## src/rtl/trans_sched8_pkg.sv

```systemverilog
// Shared definitions for the 8-channel round-robin transmission scheduler:
// FSM state encoding, channel count and channel index width.
package trans_sched8_pkg;

    localparam int N_CH  = 8;
    localparam int IDX_W = 3;

    typedef enum logic {
        IDLE  = 1'b0,
        GRANT = 1'b1
    } state_t;

    // One-hot vector with only bit idx set.
    function automatic logic [N_CH-1:0] onehot(input logic [IDX_W-1:0] idx);
        logic [N_CH-1:0] v;
        v      = '0;
        v[idx] = 1'b1;
        return v;
    endfunction

endpackage

```

## src/rtl/trans_sched8_rr_pick8.sv

```systemverilog
// rr_pick8: purely combinational round-robin priority picker.
// Scans ptr+1, ptr+2, ... ptr+8 (mod 8) and reports the first requesting
// channel. ptr itself is scanned last, so a lone request from the last
// winner selects that same channel again.
module rr_pick8
    import trans_sched8_pkg::*;
(
    input  logic [N_CH-1:0]  req,
    input  logic [IDX_W-1:0] ptr,
    output logic [IDX_W-1:0] winner,
    output logic             any
);

    logic [IDX_W-1:0] idx;

    // Walk the scan order from lowest to highest priority so the last hit
    // (the nearest channel after ptr) is the one that sticks.
    always_comb begin
        winner = ptr;
        any    = |req;
        idx    = ptr;
        for (int i = N_CH; i >= 1; i--) begin
            idx = ptr + IDX_W'(i);
            if (req[idx]) begin
                winner = idx;
            end
        end
    end

endmodule

```

## src/rtl/trans_sched8.sv

```systemverilog
// trans_sched8: round-robin scheduler granting one of 8 channels the shared
// transmission path. {A,B,C} drives the external 8-way mux; oData mirrors
// the selected data bit for monitoring.
// A channel keeps the path while it keeps requesting, for at most HOLD_CYC
// consecutive cycles; then arbitration moves on without an idle gap.
// Optional build macro TRANS_SCHED8_CNT_EN adds the 16-bit oGrantCnt output
// counting every grant entry (wraps at 0xFFFF).
// oState exposes the FSM state for debug/checkers.
module trans_sched8
    import trans_sched8_pkg::*;
#(
    parameter int unsigned HOLD_CYC = 4
) (
    input  logic             iClk,
    input  logic             iRst_n,
    input  logic [N_CH-1:0]  iReq,
    input  logic [N_CH-1:0]  iData,
    output logic             A,
    output logic             B,
    output logic             C,
    output logic [N_CH-1:0]  oGrant,
    output logic             oValid,
    output logic             oData,
    output state_t           oState
`ifdef TRANS_SCHED8_CNT_EN
    ,
    output logic [15:0]      oGrantCnt
`endif
);

    // Dwell limit in the width of the dwell counter (HOLD_CYC is 1..255).
    localparam logic [7:0] HOLD = 8'(HOLD_CYC);

    state_t           state;
    logic [IDX_W-1:0] ptr;
    logic [7:0]       cnt;
    logic [IDX_W-1:0] sel;

    logic [IDX_W-1:0] winner;
    logic             any;
    logic             release_now;
    logic             take_grant;

    rr_pick8 u_pick (
        .req    (iReq),
        .ptr    (ptr),
        .winner (winner),
        .any    (any)
    );

    // Release when the owner drops its request or has used its full dwell;
    // a new grant is taken from IDLE or on release whenever anyone requests.
    always_comb begin
        release_now = (state == GRANT) && (!iReq[ptr] || (cnt >= HOLD));
        take_grant  = any && ((state == IDLE) || release_now);
    end

    // Scheduler FSM with registered select, grant and valid outputs.
    always_ff @(posedge iClk or negedge iRst_n) begin
        if (!iRst_n) begin
            state  <= IDLE;
            ptr    <= 3'd7;
            cnt    <= '0;
            sel    <= '0;
            oGrant <= '0;
            oValid <= 1'b0;
        end else begin
            case (state)
                IDLE: begin
                    if (take_grant) begin
                        state  <= GRANT;
                        ptr    <= winner;
                        cnt    <= 8'd1;
                        sel    <= winner;
                        oGrant <= onehot(winner);
                        oValid <= 1'b1;
                    end
                end
                GRANT: begin
                    if (!release_now) begin
                        cnt <= cnt + 8'd1;
                    end else if (take_grant) begin
                        // Covers both a hand-over and a re-grant of the
                        // same channel: the picker returns ptr when it is
                        // the only requester.
                        ptr    <= winner;
                        cnt    <= 8'd1;
                        sel    <= winner;
                        oGrant <= onehot(winner);
                        oValid <= 1'b1;
                    end else begin
                        // Select lines keep their last value while idle.
                        state  <= IDLE;
                        cnt    <= '0;
                        oGrant <= '0;
                        oValid <= 1'b0;
                    end
                end
                default: begin
                    state  <= IDLE;
                    cnt    <= '0;
                    oGrant <= '0;
                    oValid <= 1'b0;
                end
            endcase
        end
    end

    assign {A, B, C} = sel;
    assign oState    = state;

    // Monitor copy of the external mux output, forced low when nothing is granted.
    assign oData = oValid ? iData[sel] : 1'b0;

`ifdef TRANS_SCHED8_CNT_EN
    logic [15:0] grant_cnt;

    // Count every grant entry; natural 16-bit wrap from 0xFFFF to 0.
    always_ff @(posedge iClk or negedge iRst_n) begin
        if (!iRst_n) begin
            grant_cnt <= '0;
        end else if (take_grant) begin
            grant_cnt <= grant_cnt + 16'd1;
        end
    end

    assign oGrantCnt = grant_cnt;
`endif

endmodule
```

## config.mk

```make
export PLATFORM = sky130hd
export DESIGN_NAME = trans_sched8
export DESIGN_NICKNAME = d
export VERILOG_FILES = /design/src/rtl/trans_sched8_pkg.sv /design/src/rtl/trans_sched8_rr_pick8.sv /design/src/rtl/trans_sched8.sv
export SDC_FILE = /design/constraint.sdc
export NUM_CORES = 1
export LEC_CHECK = 0
export BUFFER_PORTS_ARGS = -buffer_cell sky130_fd_sc_hd__buf_2
export CELL_PAD_IN_SITES_DETAIL_PLACEMENT = 2
export CELL_PAD_IN_SITES_GLOBAL_PLACEMENT = 2
export CORE_UTILIZATION = 40
export CTS_CLUSTER_SIZE = 20
export DETAILED_ROUTE_END_ITERATION = 7
export GPL_TIMING_DRIVEN = 0
export PLACE_DENSITY_LB_ADDON = 0.1
export SLEW_MARGIN = 20
export SYNTH_ARGS = -nofsm -noshare
export SYNTH_HDL_FRONTEND = slang
export SYNTH_HIERARCHICAL = 1
export SYNTH_SLANG_ARGS = --single-unit
export TNS_END_PERCENT = 5
```

## constraint.sdc

```tcl
create_clock -name iClk -period 5.45 [get_ports iClk]
set_clock_uncertainty 0.05 [all_clocks]
set_input_delay 0.8175 -clock iClk [delete_from_list [all_inputs] [get_ports iClk]]
set_output_delay 0.8175 -clock iClk [all_outputs]
set_load 0.01 [all_outputs]
```

* Word level (Yosys, flattened, before mapping) *
Cells that the tools add are included.

word-level totals
  output and inout port bits = 14
  flip-flop bits (word level) = 24
  logic and storage cells = 85

operators by class
  add/sub/neg operators = 8
  mux-type cells = 48
  equal/unequal tests = 2
  reductions and logical operators = 8
  order comparisons = 12
  bitwise operators = 1

operators by type and width
  cell                                                                      number
  3-bit by 4-bit < comparator with 1-bit output (second input constant)     10
  8-bit 2-to-1 mux                                                          5
  3-bit 2-to-1 mux                                                          11
  8-bit one-hot mux with 2 select lines                                     2
  1-bit binary-select mux with 3-bit select                                 9
  1-bit 2-to-1 mux                                                          16
  3-bit adder (second input constant)                                       4
  3-bit one-hot mux with 2 select lines                                     2
  8-bit by 1-bit adder with 8-bit output (second input constant)            1
  8-bit by 3-bit >= comparator with 1-bit output (second input constant)    1
  8-bit OR reduction                                                        1
  3-bit by 2-bit adder with 3-bit output (second input constant)            2
  1-bit one-hot mux with 2 select lines                                     2
  3-bit by 1-bit adder with 3-bit output (second input constant)            1
  1-bit demux with 3-bit select                                             1
  3-bit by 1-bit >= comparator with 1-bit output (second input constant)    1
  1-bit logical AND                                                         3
  1-bit logical OR                                                          2
  2-bit by 1-bit inequality test with 1-bit output (second input constant)  1
  2-bit inequality test (second input constant)                             1
  2-bit AND reduction                                                       1
  1-bit logical NOT                                                         1
  1-bit NOT                                                                 1

* Depth between registers and ports, before layout *
  word-level depth = 17
  depth in mapped cells = 13

* Hierarchy *
The synthesis kept the hierarchy.

by module, submodules not included
  module        cells each  seq. area each (um^2)  area each (um^2)  times used
  trans_sched8  94          604.3                  1167.4            1
  rr_pick8      101         0.0                    904.6             1

* Worst setup path after synthesis *
OpenSTA, ideal clock, no wires.

  path type = flip-flop to flip-flop
  start = reg ptr[1]
  end = reg oGrant[4]
  clock period less this slack = 3.314 ns
  data required time = 5.278 ns
  cell stages (with the launch flop) = 13
  data arrival time = 3.143 ns
  setup slack = 2.136 ns
  library setup time = 0.122 ns
  buffers on the path = 2
  cells stage by stage = dfstp_2 -> buf_6 -> buf_2 -> inv_1 -> ha_1 -> mux4_2 -> mux2i_1 -> o22ai_1 -> o211ai_1 -> a41oi_1 -> a311oi_1 -> nor2b_1 -> a32o_1

between the ends
  word-level cells in the longest chain between the ends = 17

ends and longest elaborated chain
  item                                                                                                                                          line                         source
  start, declared                                                                                                                               trans_sched8.sv:35           logic [IDX_W-1:0] ptr;
  start signal, assigned                                                                                                                        trans_sched8.sv:72           ptr <= winner;
  start signal, assigned                                                                                                                        trans_sched8.sv:86           ptr <= winner;
  3-bit adder                                                                                                                                   trans_sched8_rr_pick8.sv:23  idx = ptr + IDX_W'(i);
  1-bit binary-select mux with 3-bit select                                                                                                     trans_sched8_rr_pick8.sv:24  if (req[idx]) begin
  1-bit 2-to-1 mux (not written as such)                                                                                                        trans_sched8_rr_pick8.sv:24
  3-bit 2-to-1 mux (6 in a row)                                                                                                                 trans_sched8_rr_pick8.sv:24
  3-bit 2-to-1 mux (*)                                                                                                                          trans_sched8_rr_pick8.sv:24
  named net winner[1]                                                                                                                           trans_sched8.sv:39           logic [IDX_W-1:0] winner;
  3-bit by 4-bit < comparator with 1-bit output (not written as such) / 3-bit by 1-bit >= comparator with 1-bit output (equally long branches)  trans_sched8_pkg.sv:17       v[idx] = 1'b1;
  1-bit logical AND (not written as such)                                                                                                       trans_sched8_pkg.sv:17
  1-bit 2-to-1 mux (not written as such)                                                                                                        trans_sched8_pkg.sv:17
  1-bit demux with 3-bit select (*)                                                                                                             trans_sched8_pkg.sv:17
  8-bit 2-to-1 mux                                                                                                                              trans_sched8.sv:82           end else if (take_grant) begin
  8-bit 2-to-1 mux                                                                                                                              trans_sched8.sv:80           if (!release_now) begin
  8-bit one-hot mux with 2 select lines (*)                                                                                                     trans_sched8.sv:68           case (state)
  end signal, assigned                                                                                                                          trans_sched8.sv:75           oGrant <= onehot(winner);
  end signal, assigned                                                                                                                          trans_sched8.sv:89           oGrant <= onehot(winner);
  end, declared                                                                                                                                 trans_sched8.sv:21           output logic [N_CH-1:0] oGrant,

The timed path passes the listed nets; every way through them passes the cells marked *. The select of a mux whose other input is x is not followed.
A chain may end at the register's enable or synchronous reset.

* Final worst setup path *
Ends and elaborated chain as after synthesis.

==> results.json <==
{
  "ctsHoldBuffers": 0,
  "drive_gt1_share_pct": 31.74,
  "regToRegStartpoint": "ptr[1]",
  "drc": 0,
  "avgSynthCellArea_um2": 10.63,
  "dp_slack_ns": 1.257,
  "synth_largest_area_cell": "dfrtp_1",
  "fin_cells": 297,
  "final.period_utilization_pct": 78.31,
  "clk_latency_ns": 0.26,
  "r2r_cells": 12,
  "critical_path_class": "register to register",
  "drv_cap": 0,
  "hold_path_startpoint": "oGrant[5]",
  "yosys_warnings": 6,
  "synth_top_cells_by_count": "dfrtp_1, mux2i_1, nand2_1",
  "vias": 1831,
  "rows": 25,
  "ys_top_cells_by_area": "dfrtp_1, mux4_2, mux2i_1, mux2_2, a32o_1",
  "grt_first_pass_wirelength_mm": 10.88,
  "grt_pass1_vias": 2034,
  "path_max_fanout": 10,
  "synthesis.instances": 195,
  "hold_viol_final": 0,
  "drt-initial-drc-count": 118,
  "peakVddDrop_uv": 310.2,
  "worstPathRequired_ns": 5.55,
  "hp-class": "register to register",
  "place_area_um2": 2311,
  "syn_area_um2": 2072,
  "avgViaCountPerCell": 6.165,
  "ys.flop_type": "dfrtp_1",
  "powerDensity_nw_per_um2": 764.4,
  "synth-edff-count": 0,
  "gp_congestion": 0.9139,
  "cts_root_buf": "clkbuf_8",
  "antenna_cells": 0,
  "numCtsBuffers": 3,
  "grt_overflow": 0,
  "tightest_slew_ns": 1.027,
  "outcome": "complete, no violations",
  "reg2reg_to": "oGrant[4]",
  "initial_utilization_pct": 42.74,
  "p_leak_uw": 0.001010,
  "worstSetupEndpointType": "register",
  "track_usage_pct": 26.30,
  "die_area_um2": 5472,
  "chipHeight_um": 73.97,
  "ant_nets": 0,
  "fin_crit_ns": 4.268,
  "crit_arrival_ns": 4.36,
  "routedWlPerCell_um": 21.99,
  "area_growth_pct": 13.71,
  "cts_buffer_depth": 2,
  "drt_first_pass_iters": 4,
  "rrSetupSlack_ns": 1.18,
  "setup_viol": 0,
  "antenna_found_initial": 0,
  "portBuffers": 31,
  "setup_tns_ns": 0,
  "slew_headroom_pct": 30.92,
  "routed_wl_mm": 6.532,
  "timing.fmax_ghz": 0.2343,
  "post-cts-setup-buffer-count": 0,
  "nets": 253,
  "dp_hpwl_mm": 5.126,
  "final_area_um2": 2356,
  "post-synth-top-count-cell": "dfrtp_1",
  "cts-resized-gates": 0,
  "synth_top_area_share_pct": 25.36,
  "io_pins": 32,
  "ys_types": 50,
  "clk_pin_slew_ns": 0.07,
  "die_x_um": 73.97,
  "cts_sinks": 24,
  "grt_setup_unrepaired": "false",
  "ys_ff_latch": 24,
  "cts_tree": "built",
  "core-area_um2": 4848,
  "min_delay_path_depth": 1,
  "cp-start-kind": "register",
  "seq_area_frac_synth_pct": 29.17,
  "min_to": "oGrant[5]",
  "h-tree-depth": 1,
  "fin_ws_ns": 1.182,
  "slew_violations": 0,
  "synthArstFlopShare_pct": 100.0,
  "syn_nets": 217,
  "grt_max_degree": 25,
  "dp_cells": 293
}
==> cells by family after synthesis <==
kind of cell	count (synthesis)	share of synthesized area (%)
buffers and inverters	19	4.831
AOI/OAI and AO/OA	49	20.23
adders and majority gates	4	2.416
and+or+nand+nor	52	13.53
muxes	41	27.30
DFF	24	29.17
xor gates and xnor gates	6	2.536
==> layout make-up <==
| class | count | area [um2] |
|---|---|---|
| Buffer | 10 | 66.31 |
| Clock buffer | 4 | 45.04 |
| Fill cell | 516 | 2492 |
| Inverter | 9 | 33.78 |
| Multi-Input combinational cell | 152 | 1368 |
| Sequential cell | 24 | 604.3 |
| Tap cell | 67 | 83.83 |
| Timing Repair Buffer | 31 | 155.1 |
==> critical path, cell delays in order (launching register included) <==
cell and delay (ns):
dfstp_2 0.61, buf_6 0.18, buf_2 0.29, inv_1 0.20, ha_1 0.43, mux4_2 0.40
mux2i_1 0.24, o22ai_1 0.13, o211ai_1 0.21, a41oi_1 0.16, a311oi_1 0.79, nor2b_1 0.16
a32o_1 0.32
==> flip-flops by register name (all words and copies together) (netlist names) <==
name and count:
ptr 3, oState 1, cnt 8, oValid 1, oGrant 8, sel 3
==> placed cells by master, fill, tap and decap left out, drive strengths merged, types with 7 or more instances in the layout <==
master  netlist  routed
buf          10      41
dfrtp        21      21
mux2i        19      19
nand2        13      13
mux2         11      11
mux4         11      11
inv           9       9
nor2          9       9
a32o          8       8
nor2b         7       7
==> stage by stage <==
| step | utilization (%) | power, uW | hold WS [ns] |
|---|---|---|---|
| floorplan | - | 1322 | 0.4273 |
| global placement | 47.66 | 1582 | 0.4248 |
| detailed placement | 47.66 | 1692 | 0.4402 |
| CTS | 48.59 | 1807 | 0.4581 |
| global route | 48.59 | 1940 | 0.4735 |
| finish | 48.59 | 1801 | 0.4508 |
==> per-layer routing <==
layer / GRT usage [%] / vias to the layer above / part of all wire [%]
li1: - / 832 / -
met3: 3.117 / 2 / 2.7
met5: 0 / - / 0
met2: 42.42 / 28 / 49
met4: 2.350 / 0 / 0.12
met1: 39.35 / 969 / 48
==> worst max-delay path by stage <==
stage / to / start / cells after the start / slack, ns
3_5_place_dp: oGrant[4] / ptr[1] / 12 / 1.26
4_1_cts: oGrant[4] / ptr[1] / 12 / 1.24
6_report: oGrant[4] / ptr[1] / 12 / 1.18
5_1_grt: oGrant[0] / ptr[1] / 12 / 0.99
2_1_floorplan: oGrant[4] / ptr[1] / 12 / 2.14
3_3_place_gp: oGrant[4] / ptr[1] / 12 / 1.39
==> power breakdown <==
| group | switching (uW) | leakage, uW | internal (uW) |
|---|---|---|---|
| logic | 789 | 0.000685 | 604 |
| registers | 55.1 | 0.000302 | 246 |
| clock network | 53.9 | 0.0000228 | 52.2 |
(Power assumes the default switching activity.)
